<file path="src/rtl/rggen_native_initiator_pkg.sv">
// Shared encodings and helpers for the rggen native-bus initiator.
// Access and status codes follow the rggen native CSR bus definitions.
package rggen_native_initiator_pkg;

    localparam logic [1:0] RGGEN_READ         = 2'b10;
    localparam logic [1:0] RGGEN_WRITE        = 2'b01;
    localparam logic [1:0] RGGEN_POSTED_WRITE = 2'b11;

    localparam logic [1:0] RGGEN_OKAY   = 2'b00;
    localparam logic [1:0] RGGEN_EXOKAY = 2'b01;
    localparam logic [1:0] RGGEN_SLVERR = 2'b10;
    localparam logic [1:0] RGGEN_DECERR = 2'b11;

    typedef enum logic [1:0] {
        ST_IDLE = 2'b00,
        ST_BUS  = 2'b01,
        ST_RSP  = 2'b10
    } state_e;

    // Counter must be able to hold the saturation value itself.
    function automatic int timer_width(input int cycles);
        if (cycles < 1) begin
            return 1;
        end else begin
            return $clog2(cycles + 1);
        end
    endfunction

endpackage

</file>
<file path="src/rtl/rggen_native_initiator_timer.sv">
// Saturating request-age counter; expire flags the last permitted cycle of a bus request.
module rggen_native_initiator_timer
    import rggen_native_initiator_pkg::*;
#(
    parameter int CYCLES = 8
)(
    input  logic i_clk,
    input  logic i_rst,
    input  logic i_clear,
    input  logic i_enable,
    output logic o_expire
);

    localparam int            CW   = timer_width(CYCLES);
    localparam logic [CW-1:0] ZERO = {CW{1'b0}};
    localparam logic [CW-1:0] ONE  = CW'(1);
    localparam logic [CW-1:0] LAST = CW'(CYCLES - 1);
    localparam logic [CW-1:0] SAT  = CW'(CYCLES);

    logic [CW-1:0] count_r;

    // Age counter: cleared on request launch, counts bus cycles, holds at saturation.
    always_ff @(posedge i_clk or posedge i_rst) begin
        if (i_rst) begin
            count_r <= ZERO;
        end else if (i_clear) begin
            count_r <= ZERO;
        end else if (i_enable && (count_r != SAT)) begin
            count_r <= count_r + ONE;
        end else begin
            count_r <= count_r;
        end
    end

    // count_r equals the number of already-completed bus cycles, so LAST marks the final one.
    assign o_expire = i_enable && (count_r >= LAST);

endmodule

</file>
<file path="src/rtl/rggen_native_initiator.sv">
// Initiator end of the rggen native CSR bus: one access at a time, command in,
// request held on the bus until the ready pulse (or timeout), response out.
module rggen_native_initiator
    import rggen_native_initiator_pkg::*;
#(
    parameter int         ADDRESS_WIDTH  = 8,
    parameter int         BUS_WIDTH      = 32,
    parameter int         STROBE_WIDTH   = BUS_WIDTH / 8,
    parameter int         TIMEOUT_CYCLES = 0,
    parameter logic [1:0] TIMEOUT_STATUS = RGGEN_SLVERR
)(
    input  logic                     i_clk,
    input  logic                     i_rst,
    input  logic                     i_cmd_valid,
    output logic                     o_cmd_ready,
    input  logic [1:0]               i_cmd_access,
    input  logic [ADDRESS_WIDTH-1:0] i_cmd_address,
    input  logic [BUS_WIDTH-1:0]     i_cmd_write_data,
    input  logic [STROBE_WIDTH-1:0]  i_cmd_strobe,
    output logic                     o_rsp_valid,
    input  logic                     i_rsp_ready,
    output logic [1:0]               o_rsp_status,
    output logic [BUS_WIDTH-1:0]     o_rsp_read_data,
    output logic                     o_rsp_timeout,
    output logic                     o_csrbus_valid,
    output logic [1:0]               o_csrbus_access,
    output logic [ADDRESS_WIDTH-1:0] o_csrbus_address,
    output logic [BUS_WIDTH-1:0]     o_csrbus_write_data,
    output logic [STROBE_WIDTH-1:0]  o_csrbus_strobe,
    input  logic                     i_csrbus_ready,
    input  logic [1:0]               i_csrbus_status,
    input  logic [BUS_WIDTH-1:0]     i_csrbus_read_data
);

    state_e state_r;
    logic   accept_s;
    logic   expire_s;

    assign accept_s = i_cmd_valid && o_cmd_ready;

    generate
        if (TIMEOUT_CYCLES == 0) begin : g_no_timer
            assign expire_s = 1'b0;
        end else begin : g_timer
            rggen_native_initiator_timer #(
                .CYCLES (TIMEOUT_CYCLES)
            ) u_timer (
                .i_clk    (i_clk),
                .i_rst    (i_rst),
                .i_clear  (accept_s),
                .i_enable (state_r == ST_BUS),
                .o_expire (expire_s)
            );
        end
    endgenerate

    // Transaction FSM; every output is a register updated here.
    always_ff @(posedge i_clk or posedge i_rst) begin
        if (i_rst) begin
            state_r             <= ST_IDLE;
            o_cmd_ready         <= 1'b0;
            o_rsp_valid         <= 1'b0;
            o_rsp_status        <= RGGEN_OKAY;
            o_rsp_read_data     <= {BUS_WIDTH{1'b0}};
            o_rsp_timeout       <= 1'b0;
            o_csrbus_valid      <= 1'b0;
            o_csrbus_access     <= 2'b00;
            o_csrbus_address    <= {ADDRESS_WIDTH{1'b0}};
            o_csrbus_write_data <= {BUS_WIDTH{1'b0}};
            o_csrbus_strobe     <= {STROBE_WIDTH{1'b0}};
        end else begin
            case (state_r)
                ST_IDLE: begin
                    if (accept_s) begin
                        state_r             <= ST_BUS;
                        o_cmd_ready         <= 1'b0;
                        o_csrbus_valid      <= 1'b1;
                        o_csrbus_access     <= i_cmd_access;
                        o_csrbus_address    <= i_cmd_address;
                        o_csrbus_write_data <= i_cmd_write_data;
                        o_csrbus_strobe     <= i_cmd_strobe;
                    end else begin
                        o_cmd_ready <= 1'b1;
                    end
                end
                ST_BUS: begin
                    // A ready arriving in the expiry cycle takes priority over the timeout.
                    if (i_csrbus_ready) begin
                        state_r         <= ST_RSP;
                        o_csrbus_valid  <= 1'b0;
                        o_rsp_valid     <= 1'b1;
                        o_rsp_status    <= i_csrbus_status;
                        o_rsp_read_data <= i_csrbus_read_data;
                        o_rsp_timeout   <= 1'b0;
                    end else if (expire_s) begin
                        state_r         <= ST_RSP;
                        o_csrbus_valid  <= 1'b0;
                        o_rsp_valid     <= 1'b1;
                        o_rsp_status    <= TIMEOUT_STATUS;
                        o_rsp_read_data <= {BUS_WIDTH{1'b0}};
                        o_rsp_timeout   <= 1'b1;
                    end else begin
                        state_r <= ST_BUS;
                    end
                end
                ST_RSP: begin
                    if (i_rsp_ready) begin
                        state_r     <= ST_IDLE;
                        o_rsp_valid <= 1'b0;
                        o_cmd_ready <= 1'b1;
                    end else begin
                        state_r <= ST_RSP;
                    end
                end
                default: begin
                    state_r        <= ST_IDLE;
                    o_cmd_ready    <= 1'b0;
                    o_rsp_valid    <= 1'b0;
                    o_csrbus_valid <= 1'b0;
                end
            endcase
        end
    end

endmodule
</file>
<file path="config.mk">
export PLATFORM = sky130hd
export DESIGN_NAME = rggen_native_initiator
export DESIGN_NICKNAME = d
export VERILOG_FILES = /design/src/rtl/rggen_native_initiator_pkg.sv /design/src/rtl/rggen_native_initiator_timer.sv /design/src/rtl/rggen_native_initiator.sv
export SDC_FILE = /design/constraint.sdc
export NUM_CORES = 1
export LEC_CHECK = 0
export ABC_CLOCK_PERIOD_IN_PS = 3950
export BUFFER_PORTS_ARGS = -buffer_cell sky130_fd_sc_hd__buf_2
export CAP_MARGIN = 10
export CORE_ASPECT_RATIO = 1.25
export CORE_MARGIN = 4
export CORE_UTILIZATION = 49
export CTS_CLUSTER_SIZE = 16
export DETAILED_ROUTE_END_ITERATION = 12
export PLACE_DENSITY_LB_ADDON = 0.3
export RECOVER_POWER = 50
export SYNTH_ARGS = -nofsm -noshare
export SYNTH_HDL_FRONTEND = slang
export SYNTH_SLANG_ARGS = --single-unit
export TNS_END_PERCENT = 30
</file>
<file path="constraint.sdc">
create_clock -name i_clk -period 3.95 [get_ports i_clk]
set_clock_uncertainty 0.1 [all_clocks]
set_input_delay 0.5925 -clock i_clk [delete_from_list [all_inputs] [get_ports i_clk]]
set_output_delay 0.5925 -clock i_clk [all_outputs]
set_load 0.01 [all_outputs]
</file>
# Word level (Yosys, flattened, before mapping)
# Index checks and enable logic that the tools add are counted.
dict set report totals {
  register_bits 85
  input_bits 85
  out_inout_bits 84
  elab_cells 38
}
dict set report classes {
  eq_ne 5
  mux 13
  bitwise_logic 3
  n_reduce_logical 7
}
# operator count
set op_table {}
lappend op_table {{1-bit case mux with 3 select lines} 3}
lappend op_table {{1-bit two-way mux} 6}
lappend op_table {{2-bit two-way mux} 3}
lappend op_table {{2-bit inequality test (second input constant)} 3}
lappend op_table {{2-bit case mux with 3 select lines} 1}
lappend op_table {{2-bit AND reduction} 3}
lappend op_table {{3-bit AND reduction} 2}
lappend op_table {{1-bit NOT} 3}
lappend op_table {{2-bit by 1-bit equality test with 1-bit output (second input constant)} 1}
lappend op_table {{2-bit equality test (second input constant)} 1}
lappend op_table {{2-bit logical NOT} 1}
lappend op_table {{1-bit logical AND} 1}

# Depth between registers and ports, before layout
# Gate-level depths: netlist (run 1).
dict set report logic_depth {
  ltp_word 3
  depth_mapped 6
}

# Worst setup path after synthesis (run 1)
# Ideal clock, no wire load.
dict set report synth_timing {
  path_type {input port to flip-flop}
  start {input i_cmd_valid}
  end {register o_csrbus_write_data[16]}
  setup_time_ps 125
  arrival_ps 1402
  t_required_ps 3725
  setup_slack_ps 2323
  cell_stages 4
  n_path_buf 2
  path_cell_list {and4bb_4 > buf_12 > buf_12 > mux2_4}
}
dict set report synth_via {
  elab_chain_cells 2
}
# item line_no
set synth_rtl {}
lappend synth_rtl {{start, declared} rggen_native_initiator.sv:14} ;# input logic i_cmd_valid,
lappend synth_rtl {{1-bit logical AND} rggen_native_initiator.sv:39} ;# assign accept_s = i_cmd_valid && o_cmd_ready;
lappend synth_rtl {{2-bit AND reduction (no line)} -}
lappend synth_rtl {{end signal, assigned} rggen_native_initiator.sv:69} ;# o_csrbus_write_data <= {BUS_WIDTH{1'b0}};
lappend synth_rtl {{end signal, assigned} rggen_native_initiator.sv:80} ;# o_csrbus_write_data <= i_cmd_write_data;
lappend synth_rtl {{end, declared} rggen_native_initiator.sv:28} ;# output logic [BUS_WIDTH-1:0] o_csrbus_write_data,
# No other way between the ends.
# A chain may end at the register's enable or synchronous reset.

# Final worst setup path (run 1)
dict set report layout_timing {
  start {register state_r[1]}
  end {register o_rsp_read_data[20]}
}
dict set report layout_via {
  elab_chain_cells 2
}
# item line_no
set layout_rtl {}
lappend layout_rtl {{start, declared} rggen_native_initiator.sv:35} ;# state_e state_r;
lappend layout_rtl {{start signal, assigned} rggen_native_initiator.sv:60} ;# state_r <= ST_IDLE;
lappend layout_rtl {{start signal, assigned} rggen_native_initiator.sv:75} ;# state_r <= ST_BUS;
lappend layout_rtl {{start signal, assigned} rggen_native_initiator.sv:89} ;# state_r <= ST_RSP;
lappend layout_rtl {{2-bit by 1-bit equality test with 1-bit output} rggen_native_initiator.sv:72} ;# case (state_r)
lappend layout_rtl {{2-bit AND reduction (no line)} -}
lappend layout_rtl {{end signal, assigned} rggen_native_initiator.sv:64} ;# o_rsp_read_data <= {BUS_WIDTH{1'b0}};
lappend layout_rtl {{end signal, assigned} rggen_native_initiator.sv:93} ;# o_rsp_read_data <= i_csrbus_read_data;
lappend layout_rtl {{end signal, assigned} rggen_native_initiator.sv:100} ;# o_rsp_read_data <= {BUS_WIDTH{1'b0}};
lappend layout_rtl {{end, declared} rggen_native_initiator.sv:23} ;# output logic [BUS_WIDTH-1:0] o_rsp_read_data,
# No other way between the ends.

==> flow_summary.yaml, run 1 <==
cells_and_area:
  fin_util_pct: 64.8
  n_antenna_cell: 0
  final_area_sq_mm: 0.00425
  drive_gt1_share_pct: 51.6
  n_fill_cell: 546
  syn2layout_area_growth_pct: 27.9
  layoutNonFillerInstCount: 455
  nets: 448
sta:
  worst_slack_ns: 1.30
  max_slew_margin_pct: -52.9
  period_needed_ns: 2.65
  rsz0062_at_grt: "false"
  fin_crit_sh_pct: 67.1
  fmax_mhz: 377
  hold_ws_ns: 0.365
  maxSlewViolCount: 91
  setup_viol_count_final: 0
  setup_tns_ns: 0
  worst_pin_slew_ns: 2.28
  hold_violations: 0
setup_path:
  cp_max_fo: 35
  cp-start-kind: "flip-flop"
  required_ns: 4.05
  worst_ep_arrival_time_ns: 2.75
  r2r_slack_ns: 1.30
  end_kind: "flip-flop"
  r2r-start: "state_r[1]$_DFFE_PP0N_"
  setup.worst_path.class: "flip-flop to flip-flop"
  r2r-end: "o_rsp_read_data[20]$_DFFE_PP0P_"
  r2r_cells: 2
power:
  p_sw_share_pct: 33.9
  intPower_mw: 2.37
  powerDensity_mw_per_mm2: 841
  totalPowerFinal_mw: 3.58
  p_comb_share_pct: 40.3
  ir_worst_vdd_v: 0.000590
  leakagePower_nw: 1.99
  clockPowerShare_pct: 16.0
  p_seq_share_pct: 43.7
  switchingPower_mw: 1.21
grt:
  grt-busiest-layer: "met2"
  grt_usage_pct: 17.7
  grt_pass1_wl_um: 10900
  use_met3_pct: 4.67
  overflow: 0
  grt_max_degree: 55
  use_met2_pct: 28.7
  antenna_found_initial: 0
  global_route.usage.met1_pct: 22.2
  grt_pass1_vias: 2205
floorplanning:
  placementRows: 33
  die_y_um: 100
  core_sq_mm: 0.00657
  die_w_um: 81.7
  io_pins: 169
  die_area_sq_mm: 0.00818
  start_util_pct: 50.7
worst_hold_path:
  hold_end: "o_rsp_read_data[8]$_DFFE_PP0P_"
  holdCritPathClass: "input port to flip-flop"
  hp-start: "i_csrbus_read_data[8]"
  min_path_cells: 2
synthesis:
  synth_area_per_cell_sq_um: 17.1
  netlist_area_sq_mm: 0.00333
  syn_inst: 194
  syn_nets: 279
  synth.distinct_cells: 18
  synth_seq_area_share_pct: 64.0
  yosysWarnings: 0
  ys_ff_latch: 85
routing:
  drc: 0
  wl_per_cell_um: 15.7
  ant_nets: 0
  drt_wl_total_um: 7140
  drt-pass1-iter-count: 3
  via_per_inst: 4.78
  first_iter_violations: 51
  num_vias: 2177
cts:
  cts.path.max_buffers: 2
  cts.sinks: 85
  clk_pin_slew_worst_paths_ns: 0.08
  cts_max_level: 3
  cts_tree: "built"
  root_buffer: "clkbuf_8"
  cts_setup_buffers: 0
  clock_latency_ns: 0.33
  cts_buffers: 9
  cts.repair.resized: 0
  cts_hold_buffers: 0
outcome:
  violations: "capacitance limit, slew limit"
  outcome: "finished, violations left"
placement:
  port_buffers: 167
  dp_cells: 439
  dp_hpwl_um: 5420
  pre_cts_ws_ns: 1.80
  place.gp.congestion: 0.720
  place_area_sq_mm: 0.00417
job:
  cap_violations: 2
critical path, stage by stage (launching register included):
cell,delay (ns)
dfrtp_1,0.45
nand3b_1,1.19
mux2_1,0.77
registers in the layout, summed over array words and instances (netlist names):
register,cells
o_rsp_status,2
o_cmd_ready,1
o_csrbus_write_data,32
o_rsp_valid,1
state_r,2
o_csrbus_strobe,4
o_rsp_read_data,32
o_csrbus_access,2
o_csrbus_valid,1
o_csrbus_address,8
cell usage after synthesis:
cell type / n / area [sq um]
inv_1: 2 / 7.51
buf_12: 3 / 60.1
mux2_2: 59 / 664
mux2_4: 18 / 270
nor2_1: 2 / 7.51
dfrtp_1: 85 / 2130
buf_6: 1 / 11.3
mux2_1: 4 / 45.0
a21oi_1: 3 / 15.0
conb_1: 1 / 3.75
buf_2: 3 / 15.0
o21ai_0: 2 / 10.0
o21a_1: 1 / 7.51
and4bb_4: 1 / 16.3
a21o_1: 1 / 7.51
nand2_1: 4 / 15.0
nand3b_4: 1 / 20.0
buf_4: 3 / 22.5
kinds of logic after synthesis:
family | synth area share (%)
other | 0.113
multiplexers | 29.5
AO/OA/AOI/OAI | 1.20
AND/OR/NAND/NOR | 1.77
flip-flops | 64.0
buffers and inverters | 3.50
power by group through the flow:
stage          registers (mW)  logic [mW]  clock network [mW]
3_3_place_gp             1.55        1.53                   0
4_1_cts                  1.56        1.57               0.590
3_5_place_dp             1.57        1.57                   0
5_1_grt                  1.62        1.56               0.635
2_1_floorplan            1.76       0.808                   0
6_report                 1.56        1.44               0.571
metal layers:
layer | part of all wire (%) | vias up | routed length [um]
met2 | 48 | 105 | 3430
met3 | 9.9 | 10 | 703
li1 | - | 1012 | -
met1 | 41 | 1050 | 2890
met5 | 0 | - | 0
met4 | 1.5 | 0 | 104
layout by cell type (no fill, tap or decap), drive strengths merged, types with 2 or more instances in the layout:
cell type and instances:
buf 98, clkbuf 82, clkinv 3, o21ai 2, a21oi 3, nand2 4, mux2 81, dfrtp 85
nor2 2
worst max path at each step:
stage / from / endpoint / slack, ns
4_1_cts: state_r[0]$_DFFE_PP0N_ / o_csrbus_write_data[26]$_DFFE_PP0P_ / 1.88
3_3_place_gp: i_cmd_valid / o_csrbus_write_data[3]$_DFFE_PP0P_ / 1.83
6_report: state_r[1]$_DFFE_PP0N_ / o_rsp_read_data[20]$_DFFE_PP0P_ / 1.30
3_5_place_dp: i_cmd_valid / o_csrbus_write_data[26]$_DFFE_PP0P_ / 1.80
5_1_grt: state_r[1]$_DFFE_PP0N_ / o_rsp_read_data[20]$_DFFE_PP0P_ / 1.15
2_1_floorplan: i_rst / o_cmd_ready$_DFFE_PP0P_ / 1.06
cell type report:
type | count | area, sq um | share of cell area, %
tap | 87 | 109 | 2.56
clock inverter | 4 | 48.8 | 1.15
timing repair buffer | 168 | 756 | 17.8
clock buffer | 12 | 135 | 3.18
inverter | 2 | 8.76 | 0.206
multi-input combinational | 97 | 1070 | 25.1
sequential | 85 | 2130 | 50.0
No activity file was read; power rests on OpenSTA's default activity.
==> run 2: changes to the inputs <==
ABC_CLOCK_PERIOD_IN_PS = 2650   (was 3950)
CORE_UTILIZATION = 45   (was 49)
clock period = 2.65 ns   (was 3.95 ns; I/O delays follow)
==> run 2 against run 1 <==
The flow now finishes without violations. Die area up 8.1%. Sequential cell count unchanged. Hold slack worse by 0.20 ns. Routed wire length down 2.2%. Core utilization down 2.7 points. Via count down 0.55%. Non-clock buffer count up 1. Final cell count up 0.88%. Power up 55%. Maximum frequency up 35%. Sequential share of layout area down 1.5 points. Clock power up 77%. Largest cell class unchanged. Largest power group unchanged.
==> flow_summary.yaml, run 2 (same netlist as run 1, synthesis figures left out) <==
outcome:
  outcome: "complete, no violations"
cells_and_area:
  drive_gt1_share_pct: 61.2
  n_antenna_cell: 0
  final_common_cell: "buf_2"
  nets: 449
  most-common-layout-cells: "129 x buf_2, 85 x dfrtp_1, 59 x mux2_2, 39 x clkbuf_1, 18 x mux2_4"
  layout_top_registers: "o_csrbus_write_data: 32 flops, o_rsp_read_data: 32 flops, o_csrbus_address: 8 flops"
  syn2layout_area_growth_pct: 31.8
cts:
  cts_setup_buffers: 0
  cts.repair.resized: 0
  cts_tree: "built"
  cts_hold_buffers: 0
  root_buffer: "clkbuf_8"
  cts.sinks: 85
  clk_pin_slew_worst_paths_ns: 0.09
  cts_buffers: 9
  clock_latency_ns: 0.34
  cts_max_level: 3
  cts.path.max_buffers: 2
worst_hold_path:
  min_path_cells: 2
  holdCritPathClass: "input port to flip-flop"
job:
  cap_violations: 0
floorplanning:
  die_y_um: 104
  die_area_sq_mm: 0.00884
  io_pins: 169
  core_sq_mm: 0.00706
  start_util_pct: 47.1
  placementRows: 34
  die_w_um: 84.9
routing:
  first_iter_violations: 50
  via_per_inst: 4.72
  wl_per_cell_um: 15.2
  num_vias: 2165
  drc: 0
  drt-pass1-iter-count: 4
  ant_nets: 0
  drt_wl_total_um: 6980
grt:
  grt_pass1_wl_um: 11200
  grt_usage_pct: 16.0
  antenna_found_initial: 0
  overflow: 0
  grt_max_degree: 54
  grt_pass1_vias: 2246
placement:
  dp_hpwl_um: 5150
  port_buffers: 167
  place.gp.congestion: 0.697
power:
  powerDensity_mw_per_mm2: 1260
  ir_worst_vdd_v: 0.000672
  leakagePower_nw: 2.13
sta:
  fmax_mhz: 507
  max_slew_margin_pct: 2.90
  setup_tns_ns: 0
  rsz0062_at_grt: "false"
  period_needed_ns: 1.97
  setup_viol_count_final: 0
  fin_crit_sh_pct: 74.4
  maxSlewViolCount: 0
  hold_ws_ns: 0.168
  hold_violations: 0
  worst_pin_slew_ns: 1.45
setup_path:
  cp-start-kind: "flip-flop"
  cp_max_fo: 29
  required_ns: 2.78
  r2r_cells: 3
  end_kind: "flip-flop"
  worst_ep_arrival_time_ns: 2.10
  setup.worst_path.class: "flip-flop to flip-flop"
-- run 2: through the flow --
step                      total power [mW]  setup WS, ns  util, %  std cells  cell area, sq um
after floorplan                       3.83          1.04        -        194              3330
after global placement                4.59         0.702     59.6        443              4210
after detailed placement              4.68         0.659     59.6        443              4210
after CTS                             5.70         0.659     62.8        459              4430
after global routing                  5.91         0.604     62.1        459              4380
final                                 5.54         0.679     62.1        459              4380
-- run 2: where the power goes --
part / internal (mW) / leakage (nW) / total (mW) / switching (mW)
Sequential: 1.97 / 1.00 / 2.32 / 0.351
Clock: 0.559 / 0.106 / 1.01 / 0.448
Combinational: 1.21 / 1.02 / 2.22 / 1.01
Total: 3.73 / 2.13 / 5.54 / 1.81
-- run 2: area by class of cell --
cell class	count	area [sq um]
inverter	2	8.76
timing repair buffer	169	828
tap	90	113
clock buffer	11	141
multi-input combinational	97	1080
fill	590	2680
sequential	85	2130
clock inverter	5	83.8
-- run 2: per-layer routing --
| metal | part of all wire, % | GRT usage (%) |
|---|---|---|
| met5 | 0 | 0 |
| met4 | 2.2 | 6.79 |
| met3 | 9.6 | 5.78 |
| met2 | 47 | 25.0 |
| met1 | 41 | 20.0 |
-- run 2: final timing paths --
| path | slack [ns] | endpoint | from |
|---|---|---|---|
| setup / recovery | 0.68 | o_csrbus_write_data[28]$_DFFE_PP0P_ | state_r[0]$_DFFE_PP0N_ |
| hold / removal | 0.17 | o_csrbus_write_data[18]$_DFFE_PP0P_ | i_cmd_write_data[18] |
| setup reg to reg | 0.68 | o_csrbus_write_data[28]$_DFFE_PP0P_ | state_r[0]$_DFFE_PP0N_ |
| hold reg to reg | 0.39 | o_csrbus_valid$_DFFE_PP0P_ | o_csrbus_valid$_DFFE_PP0P_ |
| max in group asynchronous | 1.33 | o_rsp_read_data[19]$_DFFE_PP0P_ | i_rst |
| min in group asynchronous | 0.26 | o_csrbus_write_data[25]$_DFFE_PP0P_ | i_rst |
-- run 2: critical path, cell delays in order, from the launching register on --
cell and delay (ns):
dfrtp_1 0.48, and4bb_4 0.66, buf_12 0.26, mux2_2 0.35
==> run 3: changes to the inputs <==
ABC_CLOCK_PERIOD_IN_PS = 1800   (was 2650)
CORE_UTILIZATION = 41   (was 45)
clock period = 1.8 ns   (was 2.65 ns; I/O delays follow)
==> run 3 against run 2 <==
Non-clock buffer count is 7 higher. Routed wire length grew 1.1%. Hold slack got worse by 0.13 ns. Global-route usage decreased by 1.4 points. Clock-buffer cell count increased by 1. Critical path depth did not move. Cell area is 0.77% higher. Critical endpoint is now o_csrbus_write_data[1]$_DFFE_PP0P_.
==> flow_summary.yaml, run 3 (same netlist as run 1, synthesis figures left out) <==
outcome:
  outcome: "complete, no violations"
cts:
  cts_buffers: 9
  cts.sinks: 85
  cts_max_level: 3
  root_buffer: "clkbuf_8"
  clock_latency_ns: 0.34
  cts_tree: "built"
  clk_pin_slew_worst_paths_ns: 0.08
  cts.path.max_buffers: 2
routing:
  wl_met2_um: 3610
  wl_per_cell_um: 15.0
  drt_wl_total_um: 7060
  drt-pass1-iter-count: 4
  dr_wl_met3_um: 687
  routed.top_layer: "met4"
  ant_nets: 0
  first_iter_violations: 58
  via_per_inst: 4.65
  num_vias: 2190
  met1_length_um: 2660
  drc: 0
power:
  powerDensity_mw_per_mm2: 1810
  leakagePower_nw: 2.14
  ir_worst_vdd_v: 0.000835
sta:
  hold_ws_ns: 0.0337
  setup_tns_ns: 0
  worst_pin_slew_ns: 1.11
  fin_crit_sh_pct: 86.2
  rsz0062_at_grt: "false"
  maxSlewViolCount: 0
  fmax_mhz: 644
  hold_violations: 0
  max_slew_margin_pct: 25.9
  setup_viol_count_final: 0
  period_needed_ns: 1.55
setup_path:
  crit_buf_inv: 1
  setup.worst_path.class: "flip-flop to flip-flop"
  cp_max_fo: 33
  worst_ep_arrival_time_ns: 1.68
  cp_top_family: "flip-flops"
  slowest_stage: "dfrtp_1"
  required_ns: 1.93
  path_cells: "and4bb_4 -> buf_12 -> mux2_2"
  cp-start-kind: "flip-flop"
  end_kind: "flip-flop"
  slowest_delay_ns: 0.38
floorplanning:
  die_area_sq_mm: 0.00963
  start_util_pct: 42.4
  io_pins: 169
  die_y_um: 109
  placementRows: 36
  die_w_um: 88.6
  core_sq_mm: 0.00784
grt:
  grt_pass1_vias: 2224
  grt_pass1_wl_um: 10700
  antenna_found_initial: 0
  overflow: 0
  grt_max_degree: 34
  grt_usage_pct: 14.6
cells_and_area:
  most-common-layout-cells: "126 x buf_2, 85 x dfrtp_1, 59 x mux2_2, 44 x clkbuf_1, 18 x mux2_4"
  nets: 456
  final_common_cell: "buf_2"
  n_fill_cell: 681
  syn2layout_area_growth_pct: 32.8
  drive_gt1_share_pct: 60.4
  layout_top_registers: "o_csrbus_write_data: 32 flops, o_rsp_read_data: 32 flops, o_csrbus_address: 8 flops"
  seq_area_sq_mm: 0.00213
  multi_input_area_sq_mm: 0.00108
  n_antenna_cell: 0
job:
  cap_violations: 0
placement:
  dp_hpwl_um: 5380
  place.gp.congestion: 0.685
  port_buffers: 167
worst_hold_path:
  holdCritPathClass: "input port to flip-flop"
[run 3: cell count changes in the layout (fill, tap and decap cells not counted), sizes merged]
cell,previous run,this run
clkbuf,49,54
buf,131,133
bufinv,2,1
clkinv,1,2
clkinvlp,3,2
dlygate4sd3,0,1
[run 3: timing repair]
action                    in CTS  in global routing
resized for setup              0                  0
hold endpoints to repair      21                  0
buffers inserted               0                  0
hold buffers                   1                  0
[run 3: final cells by class]
cell class              instances  area share, %
repair buffers                176           20.1
clock buffers                  12           3.29
inverters                       2          0.198
flip-flops and latches         85           48.1
clock inverters                 4           1.08
well taps                      95           2.69
multi-input cells              97           24.5
[run 3: routing by layer]
metal  GRT usage (%)  up-vias
met4            7.13        0
met2            23.4       89
met5               0        -
met1            17.3     1066
met3            4.99        9
li1                -     1026
[run 3: per-stage QoR]
step	cells	setup slack, ns	total power, mW	utilization [%]	area [sq um]
after floorplan	194	0.188	5.64	-	3330
after global placement	454	0.277	6.84	54.5	4270
after CTS	471	0.243	8.29	57.1	4480
final	471	0.248	8.02	56.4	4420
after detailed placement	454	0.258	6.95	54.5	4270
after global routing	471	0.171	8.59	56.4	4420
[run 3: report_power, final]
group          total [mW]  switching (mW)  internal (mW)
Sequential           3.37           0.473           2.90
Combinational        3.35            1.54           1.81
Clock                1.30           0.621          0.676
Total                8.02            2.63           5.39
[run 3: path summary, 6_finish.rpt]
path                                                  from                                  to  slack, ns  depth (start not counted)
worst max-delay path                state_r[0]$_DFFE_PP0N_  o_csrbus_write_data[1]$_DFFE_PP0P_       0.25                          3
worst min-delay path                 i_csrbus_read_data[8]      o_rsp_read_data[8]$_DFFE_PP0P_       0.03                          2
worst max register to register      state_r[0]$_DFFE_PP0N_  o_csrbus_write_data[1]$_DFFE_PP0P_       0.25                          3
worst min register to register  o_csrbus_valid$_DFFE_PP0P_          o_csrbus_valid$_DFFE_PP0P_       0.38                          1
max in group asynchronous                            i_rst     o_rsp_read_data[27]$_DFFE_PP0P_       0.36                          4
min in group asynchronous                            i_rst     o_rsp_read_data[19]$_DFFE_PP0P_       0.57                          3
